File: src/rtl/sipo_rx.sv
// sipo_rx: serial-to-parallel receiver with a single-entry valid/ready output buffer
// and a sticky overrun flag for words dropped under back-pressure.
module sipo_rx #(
  parameter int WIDTH     = 8,
  parameter bit LSB_FIRST = 1'b1
) (
  input  logic                     clk,
  input  logic                     rst_n,
  input  logic                     serial_in,
  input  logic                     bit_valid,
  input  logic                     clear,
  input  logic                     out_ready,
  output logic [WIDTH-1:0]         parallel_out,
  output logic                     out_valid,
  output logic [$clog2(WIDTH)-1:0] bit_count,
  output logic                     overrun
);
  localparam int CW = $clog2(WIDTH);
  logic [WIDTH-1:0] sr_q, sr_d, po_q, po_d, shifted;
  logic [CW-1:0]    cnt_q, cnt_d;
  logic             valid_q, valid_d, ovr_q, ovr_d, done, load, drain;
  always_comb begin
    shifted = LSB_FIRST ? {serial_in, sr_q[WIDTH-1:1]} : {sr_q[WIDTH-2:0], serial_in};
    done    = bit_valid && cnt_q == CW'(WIDTH - 1);
    // a completing word may replace a held word only if that word leaves this same cycle
    load    = done && (!valid_q || out_ready);
    drain   = valid_q && out_ready && !done;
    sr_d    = clear ? '0 : bit_valid ? shifted : sr_q;
    cnt_d   = (clear || done) ? '0 : bit_valid ? cnt_q + 1'b1 : cnt_q;
    po_d    = (!clear && load) ? shifted : po_q;
    valid_d = clear ? 1'b0 : load ? 1'b1 : drain ? 1'b0 : valid_q;
    ovr_d   = clear ? 1'b0 : (done && !load) ? 1'b1 : ovr_q;
  end
  always_ff @(posedge clk) begin
    if (!rst_n) begin
      sr_q    <= '0;
      po_q    <= '0;
      cnt_q   <= '0;
      valid_q <= 1'b0;
      ovr_q   <= 1'b0;
    end else begin
      sr_q    <= sr_d;
      po_q    <= po_d;
      cnt_q   <= cnt_d;
      valid_q <= valid_d;
      ovr_q   <= ovr_d;
    end
  end
  assign parallel_out = po_q;
  assign out_valid    = valid_q;
  assign bit_count    = cnt_q;
  assign overrun      = ovr_q;
endmodule

File: config.mk
export PLATFORM = sky130hd
export DESIGN_NAME = sipo_rx
export DESIGN_NICKNAME = d
export VERILOG_FILES = /design/src/rtl/sipo_rx.sv
export SDC_FILE = /design/constraint.sdc
export NUM_CORES = 1
export LEC_CHECK = 0
export BUFFER_PORTS_ARGS = -buffer_cell sky130_fd_sc_hd__clkbuf_2
export CORE_AREA = 2 2 44 46
export DETAILED_ROUTE_END_ITERATION = 10
export DIE_AREA = 0 0 46 48
export GPL_TIMING_DRIVEN = 1
export PLACE_DENSITY = 0.75
export SLEW_MARGIN = 20
export SYNTH_ARGS = -nofsm -noshare
export SYNTH_HDL_FRONTEND = slang
export SYNTH_SLANG_ARGS = --single-unit
File: constraint.sdc
create_clock -name clk -period 3.3 [get_ports clk]
set_input_delay 0.165 -clock clk [delete_from_list [all_inputs] [get_ports clk]]
set_output_delay 0.165 -clock clk [all_outputs]
set_load 0.005 [all_outputs]
==> summary.txt, run 1 <==
Power and ir drop
  • Switching Share: 0.214
  • Worst vdd ir: 0.000249 V
  • Logic pwr share: 0.045
  • Pwr Density: 438 nW/um^2
  • Net Sw Power: 0.0861 mW
  • Leakage: 0.378 nW
  • Int Power: 0.317 mW
  • Clock Power Share: 0.350
  • Total power: 0.403 mW
  • Reg power frac: 0.605

Place
  • Post-DP HPWL: 969 um
  • GP Congestion: 0.732
  • Placed Area: 885 um^2
  • IO Port Bufs: 18
  • # placed instances: 112
  • Pre-CTS setup slack: 1.69 ns

Global route
  • Gr ovfl total: 0
  • Largest net degree at the start of global routing: 18
  • Initial antenna violation count: 0
  • Gr usage total: 0.146
  • First-pass GRT wire length: 2190 um
  • Vias in the first global route: 528

Layout
  • Area Overhead vs Synth: 13.4%
  • Ant. Diodes: 0
  • Layout cells sized above 1: 0.253
  • Post-route cell area: 921 um^2
  • Most frequent cells in the layout: 20 x dfxtp_1, 18 x clkbuf_2, 16 x nand2_1, 16 x mux2i_1, 11 x nor2_1
  • Fin nets: 108
  • Multi-input gate area: 373 um^2
  • Storage cell area: 400 um^2
  • Most common cell after layout, fill and taps aside: dfxtp_1
  • # fillers: 161
  • Post-route insts no fill: 116
  • Util after Layout: 0.545

Critical path
  • CP Launch Point: bit_count[0]
  • Crit path buf inv count: 0
  • Crit path DAT: 1.86 ns
  • RR Endpoint: parallel_out[1]
  • Crit path cell chain: ha_1 > ha_1 > nand2_2 > nor3_4 > mux2i_1
  • Crit-path most repeated cell: ha_1
  • Crit path capture type: flip-flop
  • Crit Path Max Fanout: 8
  • Crit path launch type: flip-flop
  • Flop-to-flop setup slack: 1.67 ns
  • Slowest cell delay on critical path: 0.43 ns
  • WP data required: 3.53 ns
  • Worst r2r src: bit_count[0]
  • Setup CP Type: reg2reg
  • CP max-delay cell: nor3_4
  • R2R depth: 5
  • Top delay family on crit path: simple AND/OR/NAND/NOR gates

Timing
  • Min cycle time layout: 1.63 ns
  • Hold_ws: 0.0996 ns
  • Hold Vio Cnt, Final: 0
  • TNS Setup: 0 ns
  • RSZ-0062 raised after global routing: false
  • Final setup violation count: 0
  • Clock Skew: 0.00189 ns
  • Fin crit share: 0.494
  • Final setup margin: 1.67 ns
  • FMAX: 613 MHz
  • Worst-margin pin slew: 0.526 ns
  • Final slew viol count: 0
  • Relative slew slack: 0.648

Min path
  • Hold Crit Depth: 3
  • Hold path start: serial_in
  • Hold worst-path end: parallel_out[7]
  • Hold WC Path Type: in2reg

Synth
  • Post-Syn Instances: 82
  • Yosys reg bits: 20
  • Yosys Warn Count: 0
  • Post-Syn Nets: 90
  • Sequential share of the synthesized area: 0.493
  • Distinct cells, synth: 16
  • Synth Cell Area: 812 um^2
  • Avg Inst Size Synth: 9.90 um^2

Status
  • Status: complete, no violations

Routing
  • Drt wl/cell: 11.6 um
  • DR DRC count: 0
  • Vias/cell: 5.02
  • Post-DRT Antenna Nets: 0
  • First-pass iteration count of the detailed router: 2
  • DR iter-0 viols: 6
  • Vias: 582
  • Drt total wl: 1340 um

Clocking
  • # Post-CTS Setup Buffers: 0
  • Clock sinks: 20
  • Post_cts resized: 0
  • Hold_buf cts: 0
  • TritonCTS buffer count: 3
  • Skew-Pair Late Insertion Delay: 0.30 ns
  • Clock Path Buffers: 2
  • # H-tree levels: 1
  • Clk pin slew, worst setup/hold paths: 0.11 ns
  • Root buffer cell: clkbuf_4
  • CTS tree: built

Floorplanning
  • Die width: 46 um
  • Die ar.: 2210 um^2
  • I/O Pins: 19
  • Core Area: 1690 um^2
  • Rows: 15
  • Initial Utilization: 0.481
  • DIE HEIGHT: 48 um

Run
  • Max cap viols: 0
[power by group through the flow]
stage          registers [mW]  logic [mW]  clock network [mW]
3_5_place_dp            0.249      0.0186                   0
2_1_floorplan           0.249      0.0159                   0
5_1_grt                 0.244      0.0206               0.156
4_1_cts                 0.244      0.0186               0.146
6_report                0.244      0.0182               0.141
3_3_place_gp            0.249      0.0181                   0
[registers in the layout (all words and copies together), names as in the netlist]
register	flops
parallel_out	8
out_valid	1
sr_q	7
bit_count	3
overrun	1
[final cells by class]
cell class	count	share of cell area
sequential	20	0.435
multi-input combinational	57	0.405
timing repair buffer	18	0.0978
clock buffer	4	0.0394
tap	17	0.0231
[cells by family after synthesis]
group,after synthesis,synth area share
and+or+nand+nor,35,0.205
DFF,20,0.493
muxes,16,0.197
buffers and inverters,5,0.0478
AOI/OAI and AO/OA,4,0.0262
adders and majority gates,2,0.0308
[metal layers]
layer | track usage | vias to the layer above | routed length, um
li1 | - | 304 | -
met3 | 0.0453 | 4 | 58
met2 | 0.222 | 12 | 617
met4 | 0.103 | 0 | 25
met5 | 0 | - | 0
met1 | 0.176 | 262 | 638
[worst max path at each step]
stage	slack, ns	cells past startpoint	end
after floorplan	1.87	5	parallel_out[0]
after global placement	1.74	5	parallel_out[0]
after detailed placement	1.69	5	parallel_out[5]
after CTS	1.66	5	parallel_out[5]
after global routing	1.54	5	parallel_out[3]
final	1.67	5	parallel_out[1]
[cell usage after synthesis]
cell	number	share of area
a21oi_1	3	0.018
a31oi_1	1	0.0077
buf_2	1	0.0062
buf_4	1	0.0092
buf_6	2	0.028
clkbuf_1	1	0.0046
dfxtp_1	20	0.49
ha_1	2	0.031
mux2i_1	16	0.20
nand2_1	16	0.074
nand2_2	1	0.0077
nand2b_1	3	0.023
nand3b_1	2	0.018
nor2_1	11	0.051
nor2b_2	1	0.011
nor3_4	1	0.020
[worst register-to-register path: stages, from the launching register on]
cell	delay, ns
dfxtp_1	0.38
ha_1	0.16
ha_1	0.25
nand2_2	0.09
nor3_4	0.43
mux2i_1	0.26
(Power assumes the default switching activity.)
==> inputs of run 2 (changes only) <==
==> constraint.sdc (replaced) <==
create_clock -name clk -period 1.6 [get_ports clk]
set_input_delay 0.08 -clock clk [delete_from_list [all_inputs] [get_ports clk]]
set_output_delay 0.08 -clock clk [all_outputs]
set_load 0.005 [all_outputs]
==> run 2 against run 1 <==
Net effect: design area increased by 2.2%; clock-buffer cell count unchanged; routed wire length increased by 3.7%; sequential share of layout area decreased by 0.93 points.
==> summary.txt, run 2 (synthesis gave the netlist of run 1 again) <==
Place
  • Post-DP HPWL: 985 um (was 969 um)
  • IO Port Bufs: 18 (unchanged)
  • GP Congestion: 0.701 (was 0.732)

Critical path
  • Setup CP Type: reg2reg (unchanged)
  • WP data required: 1.83 ns (was 3.53 ns)
  • Crit path launch type: flip-flop (unchanged)
  • R2R depth: 6 (was 5)
  • Worst r2r src: bit_count[1] (was bit_count[0])
  • Crit path DAT: 1.71 ns (was 1.86 ns)
  • Crit Path Max Fanout: 8 (unchanged)
  • Crit path capture type: flip-flop (unchanged)
  • RR Endpoint: parallel_out[6] (was parallel_out[1])
  • Flop-to-flop setup slack: 0.12 ns (was 1.67 ns)

Floorplanning
  • Die ar.: 2210 um^2 (unchanged)
  • Core Area: 1690 um^2 (unchanged)
  • DIE HEIGHT: 48 um (unchanged)
  • Die width: 46 um (unchanged)
  • I/O Pins: 19 (unchanged)
  • Initial Utilization: 0.481 (unchanged)
  • Rows: 15 (unchanged)

Status
  • Status: complete, no violations (unchanged)

Layout
  • Fin nets: 109 (was 108)
  • Max reg flops: 8 (unchanged)
  • Util after Layout: 0.557 (was 0.545)
  • Ant. Diodes: 0 (unchanged)
  • Most common cell after layout, fill and taps aside: dfxtp_1 (unchanged)
  • Area Overhead vs Synth: 15.9% (was 13.4%)
  • Layout cells sized above 1: 0.260 (was 0.253)
  • Most frequent cells in the layout: 20 x dfxtp_1, 18 x clkbuf_2, 16 x nand2_1, 16 x mux2i_1, 11 x nor2_1 (unchanged)

Clocking
  • Post_cts resized: 0 (unchanged)
  • # Post-CTS Setup Buffers: 0 (unchanged)
  • CTS tree: built (unchanged)
  • Skew-Pair Late Insertion Delay: 0.30 ns (about the same)
  • # H-tree levels: 1 (unchanged)
  • Clock Path Buffers: 2 (unchanged)
  • Clock sinks: 20 (unchanged)
  • TritonCTS buffer count: 3 (unchanged)
  • Hold_buf cts: 0 (unchanged)
  • Root buffer cell: clkbuf_4 (unchanged)
  • Clk pin slew, worst setup/hold paths: 0.11 ns (about the same)

Routing
  • Vias: 596 (was 582)
  • DR DRC count: 0 (unchanged)
  • Drt wl/cell: 11.9 um (was 11.6 um)
  • Drt total wl: 1390 um (was 1340 um)
  • First-pass iteration count of the detailed router: 4 (was 2)
  • Vias/cell: 5.09 (was 5.02)
  • Post-DRT Antenna Nets: 0 (unchanged)
  • DR iter-0 viols: 3 (was 6)

Timing
  • Final slew viol count: 0 (unchanged)
  • Clock Skew: 0.00703 ns (was 0.00189 ns)
  • Fin crit share: 0.923 (was 0.494)
  • Final setup violation count: 0 (unchanged)
  • Min cycle time layout: 1.48 ns (was 1.63 ns)
  • Worst-margin pin slew: 0.435 ns (was 0.526 ns)
  • Hold Vio Cnt, Final: 0 (unchanged)
  • RSZ-0062 raised after global routing: false (unchanged)
  • FMAX: 677 MHz (was 613 MHz)
  • Relative slew slack: 0.710 (was 0.648)
  • TNS Setup: 0 ns (unchanged)

Power and ir drop
  • Pwr Density: 882 nW/um^2 (was 438 nW/um^2)
  • Worst vdd ir: 0.000526 V (was 0.000249 V)
  • Leakage: 0.386 nW (was 0.378 nW)

Min path
  • Hold Crit Depth: 3 (unchanged)
  • Hold WC Path Type: in2reg (unchanged)
  • Hold worst-path end: parallel_out[7] (unchanged)
  • Hold path start: serial_in (unchanged)

Global route
  • First-pass GRT wire length: 2190 um (unchanged)
  • Initial antenna violation count: 0 (unchanged)
  • Largest net degree at the start of global routing: 18 (unchanged)
  • Gr usage total: 0.147 (was 0.146)
  • Vias in the first global route: 512 (was 528)
  • Gr ovfl total: 0 (unchanged)

Run
  • Max cap viols: 0 (unchanged)
run 2: changes by cell type in the layout (fill, tap and decap cells not counted):
cell	previous run	this run
buf_12	0	1
run 2: how the worst max path moves through the flow:
stage | startpoint | end | slack [ns] | cells after the start
after global routing | bit_count[0] | parallel_out[6] | 0.02 | 6
after floorplan | bit_count[0] | parallel_out[0] | 0.17 | 5
after detailed placement | bit_count[0] | parallel_out[6] | 0.13 | 6
after global placement | bit_count[0] | parallel_out[0] | 0.21 | 6
after CTS | bit_count[1] | parallel_out[6] | 0.1 | 6
final | bit_count[1] | parallel_out[6] | 0.12 | 6
run 2: metrics by stage:
step | power (mW) | std cells | instance area [um^2] | hold slack, ns | setup slack (ns)
2_1_floorplan | 0.547 | 82 | 812 | 0.222 | 0.168
6_report | 0.830 | 117 | 941 | 0.0147 | 0.123
5_1_grt | 0.863 | 117 | 941 | 0.0289 | 0.0196
4_1_cts | 0.843 | 117 | 941 | 0.00170 | 0.0996
3_5_place_dp | 0.552 | 113 | 905 | 0.340 | 0.126
3_3_place_gp | 0.551 | 113 | 905 | 0.335 | 0.210
run 2: power breakdown:
| group | internal (mW) | total (mW) | switching, mW |
|---|---|---|---|
| combinational | 0.0145 | 0.0380 | 0.0235 |
| sequential | 0.500 | 0.503 | 0.00228 |
| clock | 0.139 | 0.290 | 0.151 |
| total | 0.654 | 0.830 | 0.177 |
run 2: per-layer routing:
layer	GRT usage	share of wire
met1	0.176	0.47
met2	0.225	0.48
met3	0.0453	0.040
met4	0.103	0.0086
met5	0	0
run 2: layout make-up:
type | count | area, um^2
clock buffer | 4 | 36.3
fill | 149 | 748
multi-input combinational | 57 | 373
sequential | 20 | 400
tap | 17 | 21.3
timing repair buffer | 19 | 110
run 2: critical path, cell delays in order (launching register included):
cell,delay (ns)
dfxtp_1,0.38
ha_1,0.17
ha_1,0.25
nand2_2,0.09
nor3_4,0.16
buf_12,0.16
mux2i_1,0.20
